===== config.mk =====
export PLATFORM = sky130hd
export DESIGN_NAME = stroke_player_flat
export DESIGN_NICKNAME = d
export VERILOG_FILES = /design/src/rtl/stroke_player_pkg.sv /design/src/rtl/stroke_player_if.sv /design/src/rtl/stroke_player_axis_stepper.sv /design/src/rtl/stroke_player.sv /design/src/flat_wrapper.sv
export SDC_FILE = /design/constraint.sdc
export NUM_CORES = 1
export LEC_CHECK = 0
export CAP_MARGIN = 0
export CORE_UTILIZATION = 35
export CTS_BUF_LIST = sky130_fd_sc_hd__clkbuf_16
export DETAILED_ROUTE_END_ITERATION = 10
export GPL_TIMING_DRIVEN = 1
export PLACE_DENSITY = 0.66
export SKIP_CTS_REPAIR_TIMING = 1
export SYNTH_ARGS = -nofsm -noshare
export SYNTH_HDL_FRONTEND = slang
export SYNTH_SLANG_ARGS = --single-unit

===== constraint.sdc =====
create_clock -name clk -period 3.9 [get_ports clk]
set_input_delay 0.78 -clock clk [delete_from_list [all_inputs] [get_ports clk]]
set_output_delay 0.78 -clock clk [all_outputs]
set_load 0.01 [all_outputs]

===== src/rtl/stroke_player_pkg.sv =====
// Shared types for the stroke player: coordinate/index widths, FSM state codes,
// and the single-axis step helper used by both axis steppers.
package stroke_player_pkg;

    localparam int unsigned COORD_W = 8;
    localparam int unsigned IDX_W   = 5;

    typedef logic [COORD_W-1:0] coord_t;
    typedef logic [IDX_W-1:0]   idx_t;

    typedef enum logic [1:0] {
        ST_IDLE = 2'd0,
        ST_LOAD = 2'd1,
        ST_MOVE = 2'd2,
        ST_DONE = 2'd3
    } state_e;

    typedef struct packed {
        coord_t x;
        coord_t y;
    } point_t;

    // One unit toward the target; never overshoots, so the range ends are never crossed.
    function automatic coord_t step_toward(input coord_t pos, input coord_t tgt);
        coord_t nxt;
        if (pos < tgt) begin
            nxt = coord_t'(pos + coord_t'(1));
        end else if (pos > tgt) begin
            nxt = coord_t'(pos - coord_t'(1));
        end else begin
            nxt = pos;
        end
        return nxt;
    endfunction

endpackage


===== src/rtl/stroke_player_if.sv =====
// Stroke-table / pen-layer bus between the digit tables, the player and the canvas writer.
interface stroke_player_if;
    import stroke_player_pkg::*;

    logic   start;
    logic   abort;
    idx_t   num_strokes;
    logic   step_tick;
    coord_t seg_start_x;
    coord_t seg_start_y;
    coord_t seg_end_x;
    coord_t seg_end_y;
    logic   seg_pen_down;
    idx_t   seg_idx;
    logic   seg_en;
    coord_t pen_x;
    coord_t pen_y;
    logic   pen_down;
    logic   busy;
    logic   done;

    modport master (
        output start, abort, num_strokes, step_tick,
        output seg_start_x, seg_start_y, seg_end_x, seg_end_y, seg_pen_down,
        input  seg_idx, seg_en, pen_x, pen_y, pen_down, busy, done
    );

    modport slave (
        input  start, abort, num_strokes, step_tick,
        input  seg_start_x, seg_start_y, seg_end_x, seg_end_y, seg_pen_down,
        output seg_idx, seg_en, pen_x, pen_y, pen_down, busy, done
    );

endinterface


===== src/rtl/stroke_player_axis_stepper.sv =====
// One pen coordinate: loaded with a segment start/end, then stepped +/-1 toward the end.
module stroke_player_axis_stepper
    import stroke_player_pkg::*;
(
    input  logic   clk,
    input  logic   rst_n,
    input  logic   load_i,
    input  coord_t load_pos_i,
    input  coord_t load_tgt_i,
    input  logic   step_i,
    output coord_t pos_o,
    output logic   at_end_o
);

    coord_t pos_q, pos_d;
    coord_t tgt_q, tgt_d;

    always_comb begin
        pos_d = pos_q;
        tgt_d = tgt_q;
        if (load_i) begin
            pos_d = load_pos_i;
            tgt_d = load_tgt_i;
        end else if (step_i) begin
            pos_d = step_toward(pos_q, tgt_q);
        end
    end

    always_ff @(posedge clk or negedge rst_n) begin
        if (!rst_n) begin
            pos_q <= '0;
            tgt_q <= '0;
        end else begin
            pos_q <= pos_d;
            tgt_q <= tgt_d;
        end
    end

    assign pos_o    = pos_q;
    assign at_end_o = (pos_q == tgt_q);

endmodule


===== src/rtl/stroke_player.sv =====
// Walks a stroke table entry by entry, pacing the pen toward each segment end
// one unit per step_tick and reporting pen position/state to the canvas side.
module stroke_player
    import stroke_player_pkg::*;
(
    input  logic            clk,
    input  logic            rst_n,
    stroke_player_if.slave  bus
);

    state_e state_q, state_d;
    idx_t   seg_idx_q, seg_idx_d;
    idx_t   num_q, num_d;
    logic   pen_down_q, pen_down_d;
    logic   done_q, done_d;

    logic   load;
    logic   step;
    coord_t pos_x, pos_y;
    logic   x_at_end, y_at_end;
    logic   seg_complete;

    assign seg_complete = x_at_end && y_at_end;

    // Next-state and control; abort overrides everything but reset.
    always_comb begin
        state_d    = state_q;
        seg_idx_d  = seg_idx_q;
        num_d      = num_q;
        pen_down_d = pen_down_q;
        done_d     = 1'b0;
        load       = 1'b0;
        step       = 1'b0;

        if (bus.abort) begin
            state_d    = ST_IDLE;
            pen_down_d = 1'b0;
            seg_idx_d  = '0;
        end else begin
            case (state_q)
                ST_IDLE: begin
                    if (bus.start) begin
                        num_d      = bus.num_strokes;
                        seg_idx_d  = '0;
                        pen_down_d = 1'b0;
                        if (bus.num_strokes == '0) begin
                            state_d = ST_DONE;
                            done_d  = 1'b1;
                        end else begin
                            state_d = ST_LOAD;
                        end
                    end
                end
                ST_LOAD: begin
                    load       = 1'b1;
                    pen_down_d = bus.seg_pen_down;
                    state_d    = ST_MOVE;
                end
                ST_MOVE: begin
                    if (seg_complete) begin
                        pen_down_d = 1'b0;
                        if (seg_idx_q == idx_t'(num_q - idx_t'(1))) begin
                            state_d = ST_DONE;
                            done_d  = 1'b1;
                        end else begin
                            seg_idx_d = idx_t'(seg_idx_q + idx_t'(1));
                            state_d   = ST_LOAD;
                        end
                    end else if (bus.step_tick) begin
                        step = 1'b1;
                    end
                end
                ST_DONE: begin
                    pen_down_d = 1'b0;
                    state_d    = ST_IDLE;
                end
                default: begin
                    state_d = ST_IDLE;
                end
            endcase
        end
    end

    always_ff @(posedge clk or negedge rst_n) begin
        if (!rst_n) begin
            state_q    <= ST_IDLE;
            seg_idx_q  <= '0;
            num_q      <= '0;
            pen_down_q <= 1'b0;
            done_q     <= 1'b0;
        end else begin
            state_q    <= state_d;
            seg_idx_q  <= seg_idx_d;
            num_q      <= num_d;
            pen_down_q <= pen_down_d;
            done_q     <= done_d;
        end
    end

    stroke_player_axis_stepper u_axis_x (
        .clk        (clk),
        .rst_n      (rst_n),
        .load_i     (load),
        .load_pos_i (bus.seg_start_x),
        .load_tgt_i (bus.seg_end_x),
        .step_i     (step),
        .pos_o      (pos_x),
        .at_end_o   (x_at_end)
    );

    stroke_player_axis_stepper u_axis_y (
        .clk        (clk),
        .rst_n      (rst_n),
        .load_i     (load),
        .load_pos_i (bus.seg_start_y),
        .load_tgt_i (bus.seg_end_y),
        .step_i     (step),
        .pos_o      (pos_y),
        .at_end_o   (y_at_end)
    );

    assign bus.seg_idx  = seg_idx_q;
    assign bus.seg_en   = (state_q == ST_LOAD);
    assign bus.busy     = (state_q != ST_IDLE);
    assign bus.pen_x    = pos_x;
    assign bus.pen_y    = pos_y;
    assign bus.pen_down = pen_down_q;
    assign bus.done     = done_q;

endmodule


===== src/flat_wrapper.sv =====
// flat-port wrapper written by rule: the top's interface ports become plain ports
module stroke_player_flat import stroke_player_pkg::*;
  (clk, rst_n, bus_start, bus_abort, bus_num_strokes, bus_step_tick, bus_seg_start_x, bus_seg_start_y, bus_seg_end_x, bus_seg_end_y, bus_seg_pen_down, bus_seg_idx, bus_seg_en, bus_pen_x, bus_pen_y, bus_pen_down, bus_busy, bus_done);
  stroke_player_if bus_i ();
  input  logic clk;
  input  logic rst_n;
  input wire logic [$bits(bus_i.start)-1:0] bus_start;
  input wire logic [$bits(bus_i.abort)-1:0] bus_abort;
  input wire logic [$bits(bus_i.num_strokes)-1:0] bus_num_strokes;
  input wire logic [$bits(bus_i.step_tick)-1:0] bus_step_tick;
  input wire logic [$bits(bus_i.seg_start_x)-1:0] bus_seg_start_x;
  input wire logic [$bits(bus_i.seg_start_y)-1:0] bus_seg_start_y;
  input wire logic [$bits(bus_i.seg_end_x)-1:0] bus_seg_end_x;
  input wire logic [$bits(bus_i.seg_end_y)-1:0] bus_seg_end_y;
  input wire logic [$bits(bus_i.seg_pen_down)-1:0] bus_seg_pen_down;
  output wire logic [$bits(bus_i.seg_idx)-1:0] bus_seg_idx;
  output wire logic [$bits(bus_i.seg_en)-1:0] bus_seg_en;
  output wire logic [$bits(bus_i.pen_x)-1:0] bus_pen_x;
  output wire logic [$bits(bus_i.pen_y)-1:0] bus_pen_y;
  output wire logic [$bits(bus_i.pen_down)-1:0] bus_pen_down;
  output wire logic [$bits(bus_i.busy)-1:0] bus_busy;
  output wire logic [$bits(bus_i.done)-1:0] bus_done;
  assign bus_i.start = bus_start;
  assign bus_i.abort = bus_abort;
  assign bus_i.num_strokes = bus_num_strokes;
  assign bus_i.step_tick = bus_step_tick;
  assign bus_i.seg_start_x = bus_seg_start_x;
  assign bus_i.seg_start_y = bus_seg_start_y;
  assign bus_i.seg_end_x = bus_seg_end_x;
  assign bus_i.seg_end_y = bus_seg_end_y;
  assign bus_i.seg_pen_down = bus_seg_pen_down;
  assign bus_seg_idx = bus_i.seg_idx;
  assign bus_seg_en = bus_i.seg_en;
  assign bus_pen_x = bus_i.pen_x;
  assign bus_pen_y = bus_i.pen_y;
  assign bus_pen_down = bus_i.pen_down;
  assign bus_busy = bus_i.busy;
  assign bus_done = bus_i.done;
  stroke_player u_core (.clk(clk), .rst_n(rst_n), .bus(bus_i));
endmodule

* After elaboration in Yosys (flattened, before gate mapping) *
Cells that the tools add are included.

word-level totals
  output and inout port bits = 25
  register bits = 46

cells by class
  reduce and logical (&&, ||, !) cells = 13
  magnitude comparators = 4
  muxes and demuxes = 35
  add/subtract/negate cells = 6
  equal/unequal tests = 9
  bitwise logic cells = 1

operator list
  operator                                                number
  2-to-1 mux 8 bit                                        8
  2-to-1 mux 5 bit                                        4
  adder 8 x 1 -> 8 bit (second input constant)            2
  equality test 8 bit                                     2
  greater-than comparator 8 bit                           2
  < comparator 8 bit                                      2
  subtractor 8 x 1 -> 8 bit (second input constant)       2
  2-to-1 mux 1 bit                                        14
  2-to-1 mux 2 bit                                        5
  case mux 5 bit (2 select lines)                         1
  nonzero test 3 bit                                      3
  case mux 2 bit (4 select lines)                         1
  inequality test 3 bit (second input constant)           2
  AND reduction 2 bit                                     3
  adder 5 x 1 -> 5 bit (second input constant)            1
  equality test 5 bit                                     1
  zero test 5 bit                                         1
  subtractor 5 x 1 -> 5 bit (second input constant)       1
  equality test 2 bit (second input constant)             2
  case mux 1 bit (4 select lines)                         1
  AND reduction 4 bit                                     1
  nonzero test 2 bit                                      2
  inequality test 3 x 2 -> 1 bit (second input constant)  1
  AND reduction 3 bit                                     1
  other kinds (5)                                         5

* Longest topological paths before layout *
Gate-level depths: netlist of run 1.

  depth after elaboration = 7
  depth in mapped cells = 13
  depth with buffers taken out = 13

* Cells and area by module *
From an unflattened synthesis of run 1, not the netlist that was laid out.

unflattened totals
  cell total of the unflattened synthesis = 347
  area, all modules = 3255.6 um^2

modules (own cells, without submodules)
  module                      cells an instance  times used  seq. area each (um^2)  area an instance (um^2)
  stroke_player_axis_stepper  126                2           400.4                  1189.9
  stroke_player               95                 1           350.3                  875.8

* Worst setup path before layout of run 1 *
Ideal clock, no wire load.

  path kind = register to register
  start point = register u_core.u_axis_x.pos_q[1], in the netlist u_core.u_axis_x.pos_o[1]
  end point = register u_core.u_axis_x.pos_q[7], in the netlist u_core.u_axis_x.pos_o[7]
  arrival time = 2.841 ns
  path slack = 0.990 ns
  clock period less this slack = 2.910 ns
  data required time = 3.831 ns
  stages on the path, launching flop included = 13
  setup time = 0.069 ns
  path through = dfrtp_1 -> ha_1 -> nor2b_1 -> o211ai_1 -> a21o_1 -> nand2_1 -> ha_1 -> a21oi_1 -> o211ai_1 -> o41ai_1 -> a21bo_2 -> a211o_1 -> nand3_1

on the way
  cells in the longest elaborated chain, start to end = 7
  elaborated cells between the ends (all ways) = 16
  those cells by class = 2 x add/sub; 2 x order compare; 1 x eq/ne; 7 x mux; 4 x reduce/logical

RTL lines
  item                                                                               line                              text
  start, declared                                                                    stroke_player_axis_stepper.sv:15  coord_t pos_q, pos_d;
  start signal, assigned                                                             stroke_player_axis_stepper.sv:34  pos_q <= pos_d;
  parallel branches: the longest is 7 deep, another holds subtractor 8 x 1 -> 8 bit  -

Several ways; the timed one is not identified. The select of a mux whose other input is x is not followed.
A chain may end at the register's enable or synchronous reset.

* Final worst setup path of run 1 *
  start point = register u_core.u_axis_y.pos_q[1], in the netlist u_core.u_axis_y.pos_o[1]
  end point = register u_core.u_axis_y.pos_q[7], in the netlist u_core.u_axis_y.pos_o[7]

on the way
  cells in the longest elaborated chain, start to end = 7
  elaborated cells between the ends (all ways) = 16
  those cells by class = 2 x add/sub; 2 x order compare; 1 x eq/ne; 7 x mux; 4 x reduce/logical

RTL lines
  item                                                                               line
  start, declared                                                                    stroke_player_axis_stepper.sv:15
  start signal, assigned                                                             stroke_player_axis_stepper.sv:34
  parallel branches: the longest is 7 deep, another holds subtractor 8 x 1 -> 8 bit  -

Several ways; the timed one is not identified. The select of a mux whose other input is x is not followed.

==> results.md, run 1 <==
- Routability Congestion: approximately 0.81
- Rows: 34
- EDFF count, synth: 0
- Final nets: ~490
- DRC: 0
- WHS: approximately 0.48 ns
- GR Layer Usage met2: 0.263
- Core Util, Final: 0.466
- Met1 Use GR: 0.226
- Tightest Pin Transition: slightly above 1 ns
- Clk Latency, worst-skew pair: around 0.28 ns
- RSZ-0062 raised after global routing: false
- Drt initial violations: between 100 and 150
- I/O pin total: ~70
- Arrival time worst endpoint: between 3 and 4 ns
- Area delta synth->final: 28.9%
- Final setup viols: 0
- Slew Viols, Final: 0
- Most frequent cell after synthesis: nand2_1
- Antenna diodes: 0
- Netlist Area Pre-Place: between 0.003 and 0.004 mm²
- Max_cap viols: 0
- HPWL Detailed: approximately 5400 µm
- DR vias: around 2.6k
- Vias in the first global route: about 2.6k
- Period utilization: 0.807
- Status: finished clean
- GR peak layer: met2
- First-pass GRT wire length: between 10000 and 15000 µm
- Syn Nets: about 420
- Global routing usage on met3: 0.0246
- Full die area: 0.00934 mm²
- Ys Warns: 0
- Cts bufs inserted: 5
- Initial core utilization: 0.361
- Setup CP Type: reg2reg
- CTS clk-pin slew, worst paths: 0.07 ns
- Layout Skew: 0.00763 ns
- Initial antenna violation count: 0
- Synth top area cells: dfrtp_1 37%, ha_1 13%, nand2_1 6.2%
- Worst slew margin: 0.311
- Post-route ant nets: 0
- Final instance area: a little over 0.004 mm²
- WP data required: 4.12 ns
- Synth Register Bits: 46
- Setup TNS: 0 ns
- Hold/Removal Path Class: reg2reg
- Most used DFF post-synth: dfrtp_1
- CTS root buffer: clkbuf_16
- First drt pass iteration count: 4
- PwrDens: 767 mW/mm²
- Synth cell count leaders: 52 x nand2_1, 46 x dfrtp_1, 32 x ha_1
- Max FO, Critical Path: 8
- Cell taking the most area after synthesis: dfrtp_1
- Core footprint: around 0.0087 mm²
- Worst IR Drop VDD: about 0.27 mV
- DR vias/cell: roughly 5.1
- Top cell type's share of synthesized area: 0.367
- Htree depth: 2
- Drt total wl: around 7200 µm
- Mapped Cells: roughly 350
- TritonCTS clock tree: built
- Placed cell area: roughly 0.004 mm²
- Final min period: between 3 and 4 ns
- Clock Path Buffers: 2
- Die height: 96.6 µm
- Fmax: about 320 MHz
- PortBufs: 67
- DIE WIDTH: 96.6 µm
- Reg2reg setup slack: between 0.7 and 0.8 ns
- Total GRT Usage: 0.162
- Leakage: approximately 1.7 nW
- CP Capture Type: flip-flop
- Clk sinks: between 40 and 50
- Synth cell types: 48
- Syn avg cell area: around 9.0 µm²
- Wire per inst: roughly 14 µm
- Share of layout cells above drive strength 1: 0.0557
- Largest net degree at the start of global routing: 47
- Remaining Overflow, GRT: 0
- Asr flop ratio synth: 1.00
- Final Hold Viols: 0
- Startpoint types: flip-flop
- Register area share after synthesis: 0.367
==> sequential cells by signal, indices dropped and copies added (netlist names) <==
| register | cells |
|---|---|
| u_core.bus.pen_down | 1 |
| u_core.u_axis_x.tgt_q | 8 |
| u_core.u_axis_y.tgt_q | 8 |
| u_core.bus.seg_idx | 5 |
| u_core.u_axis_x.pos_o | 8 |
| u_core.bus.done | 1 |
| u_core.num_q | 5 |
| u_core.u_axis_y.pos_o | 8 |
| u_core.state_q | 2 |
==> critical path: stages, from the launching register on <==
cell and delay, ns:
dfrtp_1 0.44, ha_1 0.33, nor2b_1 0.14, o211ai_1 0.19
a21oi_1 0.12, nand2b_1 0.32, ha_1 0.35, a21oi_1 0.18
o211ai_1 0.14, o41ai_1 0.31, o21ai_0 0.18, a211o_1 0.32
nand3_1 0.07
==> metrics by stage <==
step	instances	setup WS, ns	power, mW
after floorplan	347	0.990	2.19
after global placement	513	0.689	2.66
after detailed placement	513	0.665	2.71
after CTS	521	0.744	3.13
after global routing	521	0.395	3.43
final	521	0.754	3.10
==> final cells by class <==
class	instances	area [µm²]
inverter	27	101
fill	863	4640
sequential	46	1150
tap	108	135
timing repair buffer	69	681
multi-input combinational	263	1840
clock inverter	3	12.5
clock buffer	5	125
==> worst paths after layout <==
check,from,end,depth (start not counted)
worst max-delay path,u_core.u_axis_y.pos_o[1],u_core.u_axis_y.pos_o[7],12
worst min-delay path,u_core.u_axis_x.tgt_q[0],u_core.u_axis_x.tgt_q[0],2
worst max register to register,u_core.u_axis_y.pos_o[1],u_core.u_axis_y.pos_o[7],12
worst min register to register,u_core.u_axis_x.tgt_q[0],u_core.u_axis_x.tgt_q[0],2
max in group asynchronous,rst_n,u_core.u_axis_x.pos_o[1],1
min in group asynchronous,rst_n,u_core.num_q[4],1
==> cell usage in the layout (no fill, tap or decap), drive strengths merged, types with 3 or more instances in the layout <==
master         synthesis  final
a21o                   8      8
a21oi                 17     17
buf                    4      3
clkbuf                 7      5
clkdlybuf4s50          0     66
dfrtp                 46     46
ha                    32     32
inv                   27     28
mux2i                 13     13
nand2                 52     52
nand2b                 5      5
nand3                 15     15
nand4                  6      6
nor2                  17     17
nor2b                  3      3
nor3                   6      6
o211ai                 5      5
o21a                   3      3
o21ai                 34     34
o41ai                  3      3
xnor2                 14     14
xor2                   3      3
==> metal layers <==
| layer | up-vias | part of all wire |
|---|---|---|
| li1 | 1344 | - |
| met1 | 1229 | 0.49 |
| met2 | 57 | 0.46 |
| met3 | 5 | 0.038 |
| met4 | 0 | 0.0098 |
| met5 | - | 0 |
==> cells by family (layout without fill, tap and decap cells) <==
| family | count (synthesis) | after routing | synth area share |
|---|---|---|---|
| buffers and inverters | 38 | 104 | 0.0495 |
| DFF | 46 | 46 | 0.367 |
| and+or+nand+nor | 113 | 113 | 0.170 |
| adders and majority gates | 34 | 34 | 0.141 |
| AOI/OAI and AO/OA | 84 | 84 | 0.176 |
| xor gates and xnor gates | 17 | 17 | 0.0475 |
| muxes | 15 | 15 | 0.0487 |
==> where the power goes <==
part	leakage [nW]	internal (mW)	switching (mW)
registers	0.574	0.637	0.152
logic	1.10	0.936	0.966
clock network	0.0724	0.232	0.176
total	1.75	1.81	1.29
Power figures use the tool's default switching activity.
==> inputs of run 2 (changes only) <==
==> constraint.sdc (replaced) <==
create_clock -name clk -period 3 [get_ports clk]
set_input_delay 0.6 -clock clk [delete_from_list [all_inputs] [get_ports clk]]
set_output_delay 0.6 -clock clk [all_outputs]
set_load 0.01 [all_outputs]
==> results.md, run 2 (synthesized netlist as in run 1, its figures left out) <==
- Met2 WL: 3450 µm (+5.3%)
- Routability Congestion: 0.842 (+3.9%)
- Status: finished clean
- Fmax: 349 MHz (+10%)
- Final setup viols: 0 (unchanged)
- Reg2reg start: u_core.u_axis_y.pos_o[1]
- Core footprint: 0.00868 mm² (unchanged)
- Worst slew margin: 0.670 (+0.359)
- Max_cap viols: 0 (unchanged)
- WP data required: 3.22 ns (-0.90 ns)
- Clk sinks: 46 (unchanged)
- Startpoint types: flip-flop
- Post-route ant nets: 0 (unchanged)
- Final Hold Viols: 0 (unchanged)
- Setup CP Type: reg2reg
- Routed metal-1 wire length: 3470 µm (-1.8%)
- I/O pin total: 68 (unchanged)
- PwrDens: 1020 mW/mm² (+33%)
- DR vias/cell: 5.05 (about the same)
- DRC: 0 (unchanged)
- Most frequent cells in the layout: 66 x clkdlybuf4s50_1, 51 x nand2_1, 46 x dfrtp_1, 31 x ha_1, 29 x inv_1
- Hold/Removal Path Class: in2async
- Drt total wl: 7300 µm (+2.0%)
- Initial antenna violation count: 0 (unchanged)
- Design Power: 4.29 mW (+38%)
- Cts bufs inserted: 5 (unchanged)
- Full die area: 0.00934 mm² (unchanged)
- Layout Skew: 0.00521 ns (-0.00242 ns)
- Rows: 34 (unchanged)
- Die height: 96.6 µm (unchanged)
- First-pass GRT wire length: 12700 µm (+0.49%)
- Tightest Pin Transition: 0.495 ns (-0.539 ns)
- Leakage: 1.84 nW (+5.0%)
- Setup TNS: 0 ns (unchanged)
- Final min period: 2.86 ns (-0.285 ns)
- DIE WIDTH: 96.6 µm (unchanged)
- HPWL Detailed: 5690 µm (+4.6%)
- Period utilization: 0.954 (+0.147)
- TritonCTS clock tree: built
- Share of layout cells above drive strength 1: 0.107 (+0.0518)
- CTS root buffer: clkbuf_16
- Wire per inst: 13.6 µm (-0.84%)
- Clk Latency, worst-skew pair: 0.28 ns (about the same)
- PortBufs: 67 (unchanged)
- Largest net degree at the start of global routing: 41 (-13%)
- Final nets: 505 (+3.3%)
- FILL cells: 857 (-0.70%)
- Remaining Overflow, GRT: 0 (unchanged)
- Vias in the first global route: 2785 (+5.2%)
- Top layer in use: met4
- First drt pass iteration count: 4 (unchanged)
- Core Util, Final: 0.486 (+0.0203)
- Area delta synth->final: 34.6%
- CTS clk-pin slew, worst paths: 0.06 ns (about the same)
- Worst R2R Path Depth: 12 (unchanged)
- Met3 WL: 301 µm (+9.5%)
- Total GRT Usage: 0.164 (+0.00170)
- DR vias: 2709 (+2.8%)
- Max FO, Critical Path: 8 (unchanged)
- Initial core utilization: 0.361 (unchanged)
- Drt initial violations: 66 (-36%)
- Reg2reg setup slack: 0.14 ns (-0.62 ns)
- Antenna diodes: 0 (unchanged)
- Most common cell after layout, fill and taps aside: clkdlybuf4s50_1
- Slew Viols, Final: 0 (unchanged)
- Clock Path Buffers: 2 (unchanged)
- CP Capture Type: flip-flop
- Worst IR Drop VDD: 0.294 mV (+9.9%)
- Htree depth: 2 (unchanged)
- R2r endpoint: u_core.u_axis_y.pos_o[7]
- Arrival time worst endpoint: 3.08 ns (-0.29 ns)
## run 2: area by class of cell
cell class              count  area (µm²)  area share
inverters                  27         101      0.0240
flip-flops and latches     46        1150       0.273
clock buffers               5         125      0.0297
multi-input cells         263        1880       0.447
well taps                 108         135      0.0320
repair buffers             85         813       0.193
clock inverters             2        7.51     0.00178
## run 2: stage by stage
step	hold slack, ns	cell area (µm²)	worst slack [ns]	cells
after floorplan	0.304	3130	0.0901	347
after global placement	0.469	4030	0.0761	528
after detailed placement	0.469	4030	-0.0317	528
after CTS	0.172	4160	-0.0431	535
after global routing	0.180	4220	-0.00561	536
final	0.173	4220	0.139	536
## run 2: layer usage
| metal | up-vias | track usage |
|---|---|---|
| met2 | 54 | 0.272 |
| met5 | - | 0 |
| met3 | 6 | 0.0383 |
| li1 | 1372 | - |
| met4 | 0 | 0.0321 |
| met1 | 1277 | 0.217 |
## run 2: worst max-delay path: stages (launching register included)
cell and delay, ns:
dfrtp_1 0.38, ha_1 0.30, nor2b_1 0.13, o211ai_1 0.22, a21oi_2 0.10, nand2b_4 0.21
ha_1 0.37, nand3_1 0.09, o211ai_1 0.24, o41ai_2 0.09, or3_1 0.33, a211o_1 0.26
nand3_1 0.06
## run 2: how the worst max path moves through the flow
stage	start	endpoint	slack (ns)	cells past startpoint
6_report	u_core.u_axis_y.pos_o[1]	u_core.u_axis_y.pos_o[7]	0.14	12
5_1_grt	u_core.u_axis_y.pos_o[1]	u_core.u_axis_y.pos_o[7]	-0.006	12
4_1_cts	u_core.u_axis_y.pos_o[1]	u_core.u_axis_y.pos_o[7]	-0.04	12
3_5_place_dp	u_core.u_axis_y.pos_o[1]	u_core.u_axis_y.pos_o[7]	-0.03	12
3_3_place_gp	u_core.u_axis_y.pos_o[1]	u_core.u_axis_y.pos_o[7]	0.08	12
2_1_floorplan	u_core.u_axis_x.pos_o[1]	u_core.u_axis_x.pos_o[7]	0.09	12
## run 2: where the power goes
group / switching [mW] / internal [mW]
sequential: 0.147 / 0.829
combinational: 1.40 / 1.40
clock: 0.214 / 0.298
==> inputs of run 3 (changes only) <==
--- a/config.mk
+++ b/config.mk
@@ -9,9 +9,10 @@
 export CORE_UTILIZATION = 35
 export CTS_BUF_LIST = sky130_fd_sc_hd__clkbuf_16
 export DETAILED_ROUTE_END_ITERATION = 10
-export GPL_TIMING_DRIVEN = 1
-export PLACE_DENSITY = 0.66
+export GPL_TIMING_DRIVEN = 0
+export PLACE_DENSITY = 0.65
 export SKIP_CTS_REPAIR_TIMING = 1
 export SYNTH_ARGS = -nofsm -noshare
 export SYNTH_HDL_FRONTEND = slang
+export SYNTH_HIERARCHICAL = 1
 export SYNTH_SLANG_ARGS = --single-unit
==> results.md, run 3 <==
- HPWL Detailed: 6010 µm (+5.6%)
- Placed cell area: 0.00408 mm² (+1.3%)
- Failing checks: DRC
- Setup TNS: 0 ns (unchanged)
- Max FO, Critical Path: 7 (-1)
- Ys Warns: 6 (+6)
- Synth top area cells: dfrtp_1 35%, ha_1 12%, nand2_1 4.4%
- CTS root buffer: clkbuf_16
- Routability Congestion: 0.808 (-4.1%)
- Initial antenna violation count: 0 (unchanged)
- Layout Skew: 0.00674 ns (+0.00153 ns)
- Arrival time worst endpoint: 3.18 ns (+0.10 ns)
- Cts bufs inserted: 5 (unchanged)
- CP max stage delay: 0.42 ns (+0.04 ns)
- Final min period: 2.96 ns (+0.101 ns)
- Asr flop ratio synth: 1.00 (unchanged)
- Leakage: 2.01 nW (+9.4%)
- WHS: 0.271 ns (+0.0987 ns)
- Final nets: 521 (+3.2%)
- Syn avg cell area: 9.38 µm² (+3.9%)
- Initial core utilization: 0.368 (+0.00677)
- Worst Setup SP: u_core/u_axis_x/pos_o[0]
- R2r endpoint: u_core/u_axis_x/pos_o[7]
- EDFF count, synth: 0 (unchanged)
- Register area share after synthesis: 0.354 (-0.0137)
- Final setup viols: 0 (unchanged)
- Area delta synth->final: 41.3%
- Final Hold Viols: 0 (unchanged)
- Htree depth: 2 (unchanged)
- Tightest Pin Transition: 0.742 ns (+0.247 ns)
- Post-route ant nets: 0 (unchanged)
- DR vias: 2897 (+6.9%)
- Wire per inst: 15.3 µm (+13%)
- Cell taking the most area after synthesis: dfrtp_1
- Worst IR Drop VDD: 0.482 mV (+64%)
- Most frequent cells in the layout: 66 x clkdlybuf4s50_1, 41 x dfrtp_1, 35 x nand2_1, 28 x inv_1, 21 x ha_1
- TritonCTS clock tree: built
- Worst R2R Path Depth: 14 (+2)
- FILL cells: 854 (-0.35%)
- WP data required: 3.21 ns (about the same)
- Netlist Area Pre-Place: 0.00326 mm² (+3.9%)
- Most common cell after layout, fill and taps aside: clkdlybuf4s50_1
- Clk sinks: 46 (unchanged)
- Crit-path cells: inv_1 > ha_1 > nor2b_4 > o211ai_2 > a21o_2 > nand2_4 > buf_6 > ha_4 > nand3_2 > o211ai_2 > o41ai_2 > and3b_1 > or3b_1 > nand3_1
- Drt initial violations: 85 (+29%)
- Share of layout cells above drive strength 1: 0.200 (+0.0930)
- Fmax: 338 MHz (-3.4%)
- Slew Viols, Final: 0 (unchanged)
- First drt pass iteration count: 7 (+3)
- Worst slew margin: 0.502 (-0.168)
- Remaining Overflow, GRT: 0 (unchanged)
- Synth Register Bits: 46 (unchanged)
- Design Power: 4.78 mW (+12%)
- Top cell type's share of synthesized area: 0.354 (-0.0137)
- Cell mode on critical path: o211ai_2
- Period utilization: 0.987 (+0.0337)
- CTS clk-pin slew, worst paths: 0.06 ns (about the same)
- PwrDens: 1040 mW/mm² (+2.3%)
- Clock Path Buffers: 2 (unchanged)
- Total GRT Usage: 0.168 (+0.00447)
- Hold/Removal Path Class: in2async
- Crit-path slowest cell: dfrtp_2
- Rows: 34 (unchanged)
- Most used DFF post-synth: dfrtp_1
- Largest net degree at the start of global routing: 29 (-29%)
- Max_cap viols: 0 (unchanged)
- Clk Latency, worst-skew pair: 0.28 ns (about the same)
- RSZ-0062 raised after global routing: true
- Synth cell count leaders: 46 x dfrtp_1, 38 x nand2_1, 32 x ha_1
- Crit path capture: u_core/u_axis_x/pos_o[7]
- Core footprint: 0.00885 mm² (+2.0%)
- Full die area: 0.00969 mm² (+3.8%)
- First-pass GRT wire length: 13200 µm (+4.1%)
- CP Capture Type: flip-flop
- Synth cell types: 59 (+23%)
- Setup CP Type: reg2reg
- I/O pin total: 68 (unchanged)
- Most frequent cell after synthesis: dfrtp_1
- Vias in the first global route: 2766 (-0.68%)
- Antenna diodes: 0 (unchanged)
- DIE WIDTH: 98.4 µm (+1.9%)
- Final instance area: 0.00460 mm² (+9.1%)
- Startpoint types: flip-flop
- Reg2reg setup slack: 0.04 ns (-0.10 ns)
- Drt total wl: 8470 µm (+16%)
- Die height: 98.4 µm (+1.9%)
- Status: finished with violations
- PortBufs: 67 (unchanged)
- DRC: 3 (+3)
- DR vias/cell: 5.25 (+3.8%)
- Syn Nets: 424 (unchanged)
- Reg2reg start: u_core/u_axis_x/pos_o[0]
- Mapped Cells: 347 (unchanged)
-- run 3: worst min-delay path by stage --
| stage | slack (ns) | endpoint | cells past startpoint |
|---|---|---|---|
| after floorplan | 0.30 | u_core/bus.done | 0 |
| after global placement | 0.49 | u_core/bus.pen_down | 1 |
| after detailed placement | 0.49 | u_core/bus.pen_down | 1 |
| after CTS | 0.29 | u_core/u_axis_y/pos_o[0] | 1 |
| after global routing | 0.30 | u_core/u_axis_y/pos_o[0] | 1 |
| final | 0.27 | u_core/u_axis_y/pos_o[0] | 1 |
-- run 3: report_power, final --
part / internal, mW / switching [mW]
clock: 0.298 / 0.219
sequential: 0.814 / 0.202
combinational: 1.73 / 1.52
total: 2.85 / 1.94
-- run 3: cell families after synthesis --
| kind of cell | Yosys count | share of synthesized area |
|---|---|---|
| multiplexers | 17 | 0.0542 |
| AO/OA/AOI/OAI | 89 | 0.195 |
| flip-flops | 46 | 0.354 |
| buffers and inverters | 40 | 0.0515 |
| AND/OR/NAND/NOR | 106 | 0.170 |
| XOR/XNOR | 15 | 0.0404 |
| adder cells (fa/ha/maj) | 34 | 0.135 |
-- run 3: per-stage QoR --
step / instances / worst slack (ns) / utilization
after CTS: 530 / -0.192 / 0.476
after global routing: 552 / -0.122 / 0.520
after detailed placement: 523 / -0.213 / 0.461
after floorplan: 347 / 0.118 / -
final: 552 / 0.0378 / 0.520
after global placement: 522 / -0.647 / 0.459
-- run 3: per-layer routing --
metal  GRT usage  part of all wire
met1       0.232              0.46
met2       0.277              0.50
met3      0.0291             0.035
met4      0.0344            0.0070
met5           0                 0
-- run 3: final cells by class --
cell class	instances	area (µm²)	area share
Inverter	29	109	0.0237
Clock buffer	5	125	0.0272
Timing Repair Buffer	90	862	0.187
Buffer	11	58.8	0.0128
Clock inverter	2	7.51	0.00163
Multi-Input combinational cell	261	2150	0.466
Sequential cell	46	1160	0.252
Tap cell	108	135	0.0294
-- run 3: critical path, delay by kind of cell, from the launching register on --
family | cells | cell delay, ns
AND/OR/NAND/NOR | 6 | 0.89
AO/OA/AOI/OAI | 4 | 0.85
adder cells (fa/ha/maj) | 2 | 0.47
flip-flops | 1 | 0.42
buffers and inverters | 2 | 0.26
